--- src/rtl/servo_aim_ctrl.sv ---
// servo_aim_ctrl: per-frame dead-banded proportional pan/tilt aiming with homing and glitch-free 50 Hz servo PWM
module servo_aim_ctrl #(
  parameter int CX         = 320,
  parameter int CY         = 240,
  parameter int DEADBAND   = 8,
  parameter int GAIN_SHIFT = 3,
  parameter int MAX_STEP   = 16,
  parameter int HOME_STEP  = 4,
  parameter int POS_MIN    = 0,
  parameter int POS_MAX    = 1000,
  parameter int POS_HOME   = 500,
  parameter int PERIOD     = 500_000,
  parameter int PULSE_MIN  = 25_000,
  parameter int PULSE_LSB  = 25,
  parameter int INV_PAN    = 0,
  parameter int INV_TILT   = 1
) (
  input  logic       clk,
  input  logic       reset,
  input  logic       v_sync,
  input  logic [9:0] aim_x,
  input  logic [9:0] aim_y,
  input  logic       aim_detected,
  input  logic       target_off,
  output logic       pan_pwm,
  output logic       tilt_pwm,
  output logic [9:0] pan_pos,
  output logic [9:0] tilt_pos,
  output logic       homing,
  output logic       at_home
);
  localparam logic signed [10:0] DB   = 11'(DEADBAND);
  localparam logic signed [10:0] MS   = 11'(MAX_STEP);
  localparam logic signed [11:0] LO   = 12'(POS_MIN);
  localparam logic signed [11:0] HI   = 12'(POS_MAX);
  localparam logic        [9:0]  HM   = 10'(POS_HOME);
  localparam logic        [9:0]  HS   = 10'(HOME_STEP);
  localparam logic        [18:0] LAST = 19'(PERIOD - 1);
  localparam logic        [18:0] PW0  = 19'(PULSE_MIN);
  localparam logic        [18:0] PWL  = 19'(PULSE_LSB);
  typedef enum logic [1:0] {IDLE, TRACK, HOME} state_t;
  function automatic logic signed [11:0] step(input logic [9:0] aim, input logic [10:0] c, input logic inv);
    logic signed [10:0] e;
    logic signed [10:0] s;
    e = $signed({1'b0, aim}) - $signed(c);
    e = inv ? -e : e;
    s = e >>> GAIN_SHIFT;
    s = (e <= DB && e >= -DB) ? 11'sd0 : s > MS ? MS : s < -MS ? -MS : s;
    return {s[10], s};
  endfunction
  function automatic logic [9:0] sat(input logic [9:0] p, input logic signed [11:0] d);
    logic signed [11:0] n;
    n = $signed({2'b00, p}) + d;
    return n < LO ? LO[9:0] : n > HI ? HI[9:0] : n[9:0];
  endfunction
  function automatic logic [9:0] toward_home(input logic [9:0] p);
    return p > HM ? (p - HM > HS ? p - HS : HM) : (HM - p > HS ? p + HS : HM);
  endfunction
  state_t      state_q, state_d;
  logic        vs_d_q, frame_upd_q, homing_q;
  logic [9:0]  pan_q, pan_d, tilt_q, tilt_d;
  logic [9:0]  pan_trk, tilt_trk;
  logic [18:0] count_q, pan_lat_q, tilt_lat_q;
  logic        pan_pwm_q, tilt_pwm_q;
  logic        trk;
  assign trk      = frame_upd_q & aim_detected;
  assign pan_trk  = sat(pan_q, step(aim_x, 11'(CX), INV_PAN != 0));
  assign tilt_trk = sat(tilt_q, step(aim_y, 11'(CY), INV_TILT != 0));
  assign at_home  = (pan_q == HM) & (tilt_q == HM);
  assign pan_pos  = pan_q;
  assign tilt_pos = tilt_q;
  assign homing   = homing_q;
  assign pan_pwm  = pan_pwm_q;
  assign tilt_pwm = tilt_pwm_q;
  always_comb begin
    state_d = state_q;
    pan_d   = pan_q;
    tilt_d  = tilt_q;
    case (state_q)
      IDLE: begin
        if (trk) begin
          state_d = TRACK;
          pan_d   = pan_trk;
          tilt_d  = tilt_trk;
        end else if (target_off && !at_home) state_d = HOME;
      end
      TRACK: begin
        if (target_off) state_d = HOME;
        else if (trk) begin
          pan_d  = pan_trk;
          tilt_d = tilt_trk;
        end
      end
      HOME: begin
        if (trk) begin
          state_d = TRACK;
          pan_d   = pan_trk;
          tilt_d  = tilt_trk;
        end else if (at_home) state_d = IDLE;
        else if (frame_upd_q) begin
          pan_d  = toward_home(pan_q);
          tilt_d = toward_home(tilt_q);
        end
      end
      default: state_d = IDLE;
    endcase
  end
  always_ff @(posedge clk or negedge reset) begin
    if (!reset) begin
      state_q     <= IDLE;
      vs_d_q      <= 1'b0;
      frame_upd_q <= 1'b0;
      homing_q    <= 1'b0;
      pan_q       <= HM;
      tilt_q      <= HM;
      count_q     <= '0;
      pan_lat_q   <= PW0 + 19'(HM) * PWL;
      tilt_lat_q  <= PW0 + 19'(HM) * PWL;
      pan_pwm_q   <= 1'b0;
      tilt_pwm_q  <= 1'b0;
    end else begin
      state_q     <= state_d;
      vs_d_q      <= v_sync;
      frame_upd_q <= v_sync & ~vs_d_q;
      homing_q    <= state_d == HOME;
      pan_q       <= pan_d;
      tilt_q      <= tilt_d;
      count_q     <= count_q == LAST ? '0 : count_q + 19'd1;
      pan_lat_q   <= count_q == LAST ? PW0 + 19'(pan_q) * PWL : pan_lat_q;
      tilt_lat_q  <= count_q == LAST ? PW0 + 19'(tilt_q) * PWL : tilt_lat_q;
      pan_pwm_q   <= count_q < pan_lat_q;
      tilt_pwm_q  <= count_q < tilt_lat_q;
    end
  end
endmodule

--- config.mk ---
export PLATFORM = sky130hd
export DESIGN_NAME = servo_aim_ctrl
export DESIGN_NICKNAME = d
export VERILOG_FILES = /design/src/rtl/servo_aim_ctrl.sv
export SDC_FILE = /design/constraint.sdc
export NUM_CORES = 1
export LEC_CHECK = 0
export CORE_MARGIN = 3
export CORE_UTILIZATION = 40
export CTS_BUF_LIST = sky130_fd_sc_hd__clkbuf_4 sky130_fd_sc_hd__clkbuf_8 sky130_fd_sc_hd__clkbuf_16
export CTS_CLUSTER_SIZE = 25
export DETAILED_ROUTE_END_ITERATION = 8
export GPL_TIMING_DRIVEN = 0
export PLACE_DENSITY_LB_ADDON = 0.25
export SKIP_CTS_REPAIR_TIMING = 1
export SYNTH_ARGS = -nofsm -noshare
export SYNTH_HDL_FRONTEND = slang
export SYNTH_SLANG_ARGS = --single-unit
--- constraint.sdc ---
create_clock -name clk -period 5.2 [get_ports clk]
set_input_delay 0.78 -clock clk [delete_from_list [all_inputs] [get_ports clk]]
set_output_delay 0.78 -clock clk [all_outputs]
set_load 0.005 [all_outputs]
**Yosys cells after proc, flatten, opt, wreduce, memory -nomap -nowiden**

Cells that the tools add are included.

- Register bits after elaboration: 84
- Input port bits: 25
- Logic and storage cells: 104

- $add $sub $neg: 16
- Multiply operators: 2
- Order comparisons: 20
- Eq/ne operators: 9
- Multiplexer cells: 35
- Bitwise logic cells: 4
- Reductions and logical operators: 7

Operator list:

| kind | number |
|---|---|
| $mux W10 | 20 |
| $mux W11 | 6 |
| $pmux W10 S3 | 2 |
| $gt A10 B3 Y1 const B | 4 |
| $lt A19 B19 Y1 | 2 |
| $add A15 B15 Y16 const A | 2 |
| $mul A10 B5 Y15 const B | 2 |
| $add A11 B11 Y12 | 2 |
| $gt A12 B11 Y1 const B | 2 |
| $lt A12 B1 Y1 const B | 2 |
| $ge A11 B4 Y1 const B | 2 |
| $le A11 B5 Y1 const B | 2 |
| $add A10 B3 Y10 const B | 2 |
| $eq A10 B9 Y1 const B | 2 |
| $gt A10 B9 Y1 const B | 2 |
| $sub A10 B3 Y10 const B | 2 |
| $sub A10 B9 Y10 const B | 2 |
| $sub A9 B10 Y10 const A | 2 |
| $add A19 B1 Y19 const B | 1 |
| $eq A19 B19 Y1 const B | 1 |
| $mux W19 | 1 |
| $gt A8 B6 Y1 const B | 2 |
| $lt A8 B5 Y1 const B | 2 |
| $neg A11 Y11 | 1 |
| other kinds (15) | 25 |

**Depth between registers and ports, before layout**

- Depth in word-level cells: 13
- Gate-level depth with buffers: 18
- Depth with buffers taken out: 18

**Least setup slack after synthesis**

Ideal clock, no wire load.

- Kind: input-to-reg
- From: input aim_y[2]
- To: register tilt_q[2] (netlist: tilt_pos[2])
- Library setup time: 83 ps
- Data arrival time: 4089 ps
- Required time: 5117 ps
- Setup slack: 1028 ps
- Cell stages on the path: 15
- Path buffers: 0
- Cells stage by stage: o31a_1 > a211oi_4 > a41oi_1 > nand3_1 > nor3_1 > ha_1 > fa_1 > a211oi_1 > o21ai_1 > o211ai_1 > xnor2_1 > o32ai_1 > o211ai_1 > and3_4 > a221o_1

- Longest elaborated chain between the ends: 13

RTL lines:

| what | RTL line | source |
|---|---|---|
| start, declared | 22 | `input logic [9:0] aim_y,` |
| $sub A10 B8 Y11 * | 45 | `e = $signed({1'b0, aim}) - $signed(c);` |
| $neg A11 Y11 * | 46 | `e = inv ? -e : e;` |
| $lt A8 B5 Y1 | 48 | `s = (e <= DB && e >= -DB) ? 11'sd0 : s > MS ? MS : s < -MS ? -MS : s;` |
| $mux W11 (2 in a row) | 48 |  |
| $mux W11 * | 48 |  |
| $add A11 B11 Y12 * | 53 | `n = $signed({2'b00, p}) + d;` |
| $gt A12 B11 Y1 | 54 | `return n < LO ? LO[9:0] : n > HI ? HI[9:0] : n[9:0];` |
| $mux W10 | 54 |  |
| $mux W10 * | 54 |  |
| $mux W10 | 81, 89 |  |
| $mux W10 | 88 | `if (target_off) state_d = HOME;` |
| $pmux W10 S3 * | 79 | `case (state_q)` |
| end signal, assigned | 127 | `tilt_q <= tilt_d;` |
| end, declared | 61 | `logic [9:0] pan_q, pan_d, tilt_q, tilt_d;` |

Mark *: on every way between the ends. The rest lies on a longest branch, timed or not. The select of a mux whose other input is x is not followed.
A chain may end at the register's enable or synchronous reset.

**Final worst setup path**

Same ends and word-level chain as after synthesis.

==> impl_metrics.toml <==
[critical_path]
worstSetupPathType = "input port to register"
worstPathMaxFanout = 6
worstPathBufferInverterCount = 1
critPathLaunchType = "input port"
critical-path-max-stage-delay_ns = 0.54
arrival_worst_endpoint_ns = 4.98
worst-endpoint-required_ns = 5.47
critPathSlowestCell = "sky130_fd_sc_hd__nor4_1"
critical_path.top_delay_family = "compound AO/OA/AOI/OAI gates"
critical-path-top-cell-by-count = "sky130_fd_sc_hd__o21ai_0"
cp_cell_sequence = "clkdlybuf4s50_1 > nor4_1 > nor2b_1 > and2_1 > o21ai_0 > nand3_1 > nor2_1 > ha_1 > a211oi_1 > o21ai_0 > a31o_2 > mux2i_1 > xnor2_1 > o211ai_1 > and3_4 > a221o_1"
setup.worst_path.end_class = "register"

[sta]
achievable-frequency_mhz = 213
rsz_0062_raised_after_global_routing = "false"
final.hold.worst_slack_ns = 0.355
min_period_ns = 4.70
timing.final.setup_violations = 0
slew_at_the_pin_closest_to_its_max_slew_limit_ns = 0.616
fin_crit_sh_pct = 90.5
postLayoutSetupSlackWorst_ns = 0.496
timing.final.hold_violations = 0
skew_ns = 0.0110
slew-limit-headroom_pct = 58.5
drv_slew = 0

[floorplan]
core_region_area_um2 = 21100
io-pin-count = 49
fp.dieArea_um2 = 23400
dieHeight_um = 153
floorplan.initialDensity_pct = 40.9
rows = 53
die_x_um = 153

[final_layout]
antenna-diode-count = 0
layout-drive-gt1-share_pct = 7.46
syn_to_final_growth_pct = 13.3
nets_final = 1269
final_cell_area_um2 = 9770
post_layout_nonfiller_instances = 1361

[logic_synthesis]
number_of_enable_type_register_cells_in_the_synthesized_netlist = 0
ys_seq_elements = 78
post_synth_most_frequent_cells = "sky130_fd_sc_hd__ha_1 (149), sky130_fd_sc_hd__inv_1 (99), sky130_fd_sc_hd__o21ai_0 (84)"
synthesis.area_per_instance_um2 = 8.46
synth_top_cell_area_share_pct = 21.6
synth.cell_area_um2 = 8630
ys_types = 79
yosys_warnings = 0
synth.area.top_cells = "sky130_fd_sc_hd__ha_1 (22%), sky130_fd_sc_hd__dfrtp_1 (15%), sky130_fd_sc_hd__dfstp_2 (8.5%)"
syn_inst = 1020
postSynth.asyncResetShare_pct = 100
dominantRegCellSynth = "sky130_fd_sc_hd__dfrtp_1"
mappedNetlistNets = 1208
synth_sequential_area_ratio_pct = 23.0
yosys.area.top_type = "sky130_fd_sc_hd__ha_1"
synth_most_common_cell = "sky130_fd_sc_hd__ha_1"

[worst_hold_path]
timing.hold.worst.class = "input port to async pin"

[placed_design]
placement.cell_area_um2 = 9480
place.port_buffers = 48
placed_cells_incl_taps = 1344
globalplace.congestion = 0.907
post_dp_hpwl_mm = 16.7
place_ws_ns = -0.000567

[routing]
route.detailed.wl_per_inst_um = 15.6
drt-vias-per-instance = 5.45
ant_nets = 0
drt_iter0_markers = 444
route.vias.total = 7411
dr.pass1.iters = 5
detail_route.drc_violations = 0
total_routed_length_mm = 21.2

[grt]
grt_max_degree = 54
grt_antenna_before_repair = 0
gr-usage-all-layers_pct = 18.2
grt_pass1_wl_mm = 35.6
via_count_of_the_first_global_routing_pass = 7183
grt_overflow = 0

[power_and_ir_drop]
total_power_mw = 6.55
leakage_nw = 4.27
max-vdd-ir-drop_mv = 0.421
power_density_cells_nw_per_um2 = 670

[cts]
cts-root-to-sink-buffers = 2
cts_max_level = 3
insertion_delay_ns = 0.35
cts.clk_slew.worst_paths_ns = 0.07
tritoncts_clock_tree = "yes"
cts_bufs_inserted = 9
clock_tree.root_cell = "sky130_fd_sc_hd__clkbuf_16"
cts.sink_count = 78

[run_status]
outcome = "finished clean"

[run]
maxCapViolations = 0
## cells by family after synthesis
group	Yosys count	synth area share, %
buffers and inverters	129	5.97
adder cells (fa/ha/maj)	163	24.9
XOR/XNOR	80	8.12
flip-flops	78	23.0
multiplexers	3	0.363
AO/OA/AOI/OAI	269	20.4
AND/OR/NAND/NOR	298	17.3
## cells in the final DEF, fill, tap and decap left out, drive strengths merged, types with 13 or more instances in the layout
cell	n
nor2b	15
o21bai	13
inv	103
xor2	21
o211ai	15
dfstp	28
clkbuf	30
nand2	81
a21oi	52
nand3	35
a211oi	13
xnor2	59
nor3	28
nor2	64
clkdlybuf4s50	47
fa	14
ha	149
a21o	17
dfrtp	50
and3	14
o21ai	89
buf	13
## flip-flops by register name, summed over array words and instances, names as in the netlist, 2 cells and up
register / cells
tilt_lat_q: 16
pan_lat_q: 16
state_q: 2
count_q: 19
tilt_pos: 10
pan_pos: 10
## worst register-to-register path, stage by stage, from the launching register on
cell                       delay, ns
sky130_fd_sc_hd__dfstp_2        0.61
sky130_fd_sc_hd__buf_4          0.21
sky130_fd_sc_hd__inv_1          0.13
sky130_fd_sc_hd__ha_1           0.31
sky130_fd_sc_hd__fa_1           0.50
sky130_fd_sc_hd__inv_1          0.04
sky130_fd_sc_hd__ha_1           0.29
sky130_fd_sc_hd__ha_1           0.23
sky130_fd_sc_hd__fa_1           0.40
sky130_fd_sc_hd__a21o_1         0.19
sky130_fd_sc_hd__a21oi_1        0.22
sky130_fd_sc_hd__o21bai_1       0.10
sky130_fd_sc_hd__a21oi_1        0.27
sky130_fd_sc_hd__o21ai_0        0.15
sky130_fd_sc_hd__a31oi_1        0.21
sky130_fd_sc_hd__xnor2_1        0.15
sky130_fd_sc_hd__o21ai_0        0.09
## layout make-up
class / count / area [µm²]
clock buffer: 11 / 246
sequential: 78 / 1990
tap: 275 / 344
timing repair buffer: 50 / 513
fill: 2093 / 11300
buffer: 29 / 138
clock inverter: 5 / 40.0
multi-input combinational: 813 / 6130
inverter: 100 / 378
## per-layer routing
layer / global-route usage [%] / wire (µm) / vias up
met5: 0 / 0 / -
met4: 6.53 / 467 / 0
met3: 2.21 / 752 / 31
met2: 29.0 / 9610 / 157
met1: 25.6 / 10400 / 3483
li1: - / - / 3740
## final timing paths
check,start,to,slack [ns],cells past startpoint
worst max-delay path,aim_y[2],tilt_pos[2]$_DFFE_PN1P_,0.50,16
worst min-delay path,reset,pan_pos[0]$_DFFE_PN0P_,0.35,1
worst max register to register,tilt_pos[2]$_DFFE_PN1P_,tilt_lat_q[15]$_DFFE_PN1N_,1.00,16
worst min register to register,vs_d_q$_DFF_PN0_,frame_upd_q$_DFF_PN0_,0.39,1
max in group asynchronous,reset,tilt_lat_q[5]$_DFFE_PN1N_,4.20,2
min in group clk,vs_d_q$_DFF_PN0_,frame_upd_q$_DFF_PN0_,0.39,1
## report_power, final
part	internal [mW]	total, mW	switching (mW)
logic	2.19	4.97	2.79
clock network	0.347	0.628	0.281
registers	0.721	0.952	0.230
total	3.25	6.55	3.30
## stage by stage
stage                     setup TNS (ns)  util, %
after floorplan                        0        -
after global placement          -0.00502     44.8
after detailed placement       -0.000567     44.9
after CTS                              0     46.3
after global routing                   0     46.3
final                                  0     46.3
Power figures use the tool's default switching activity.
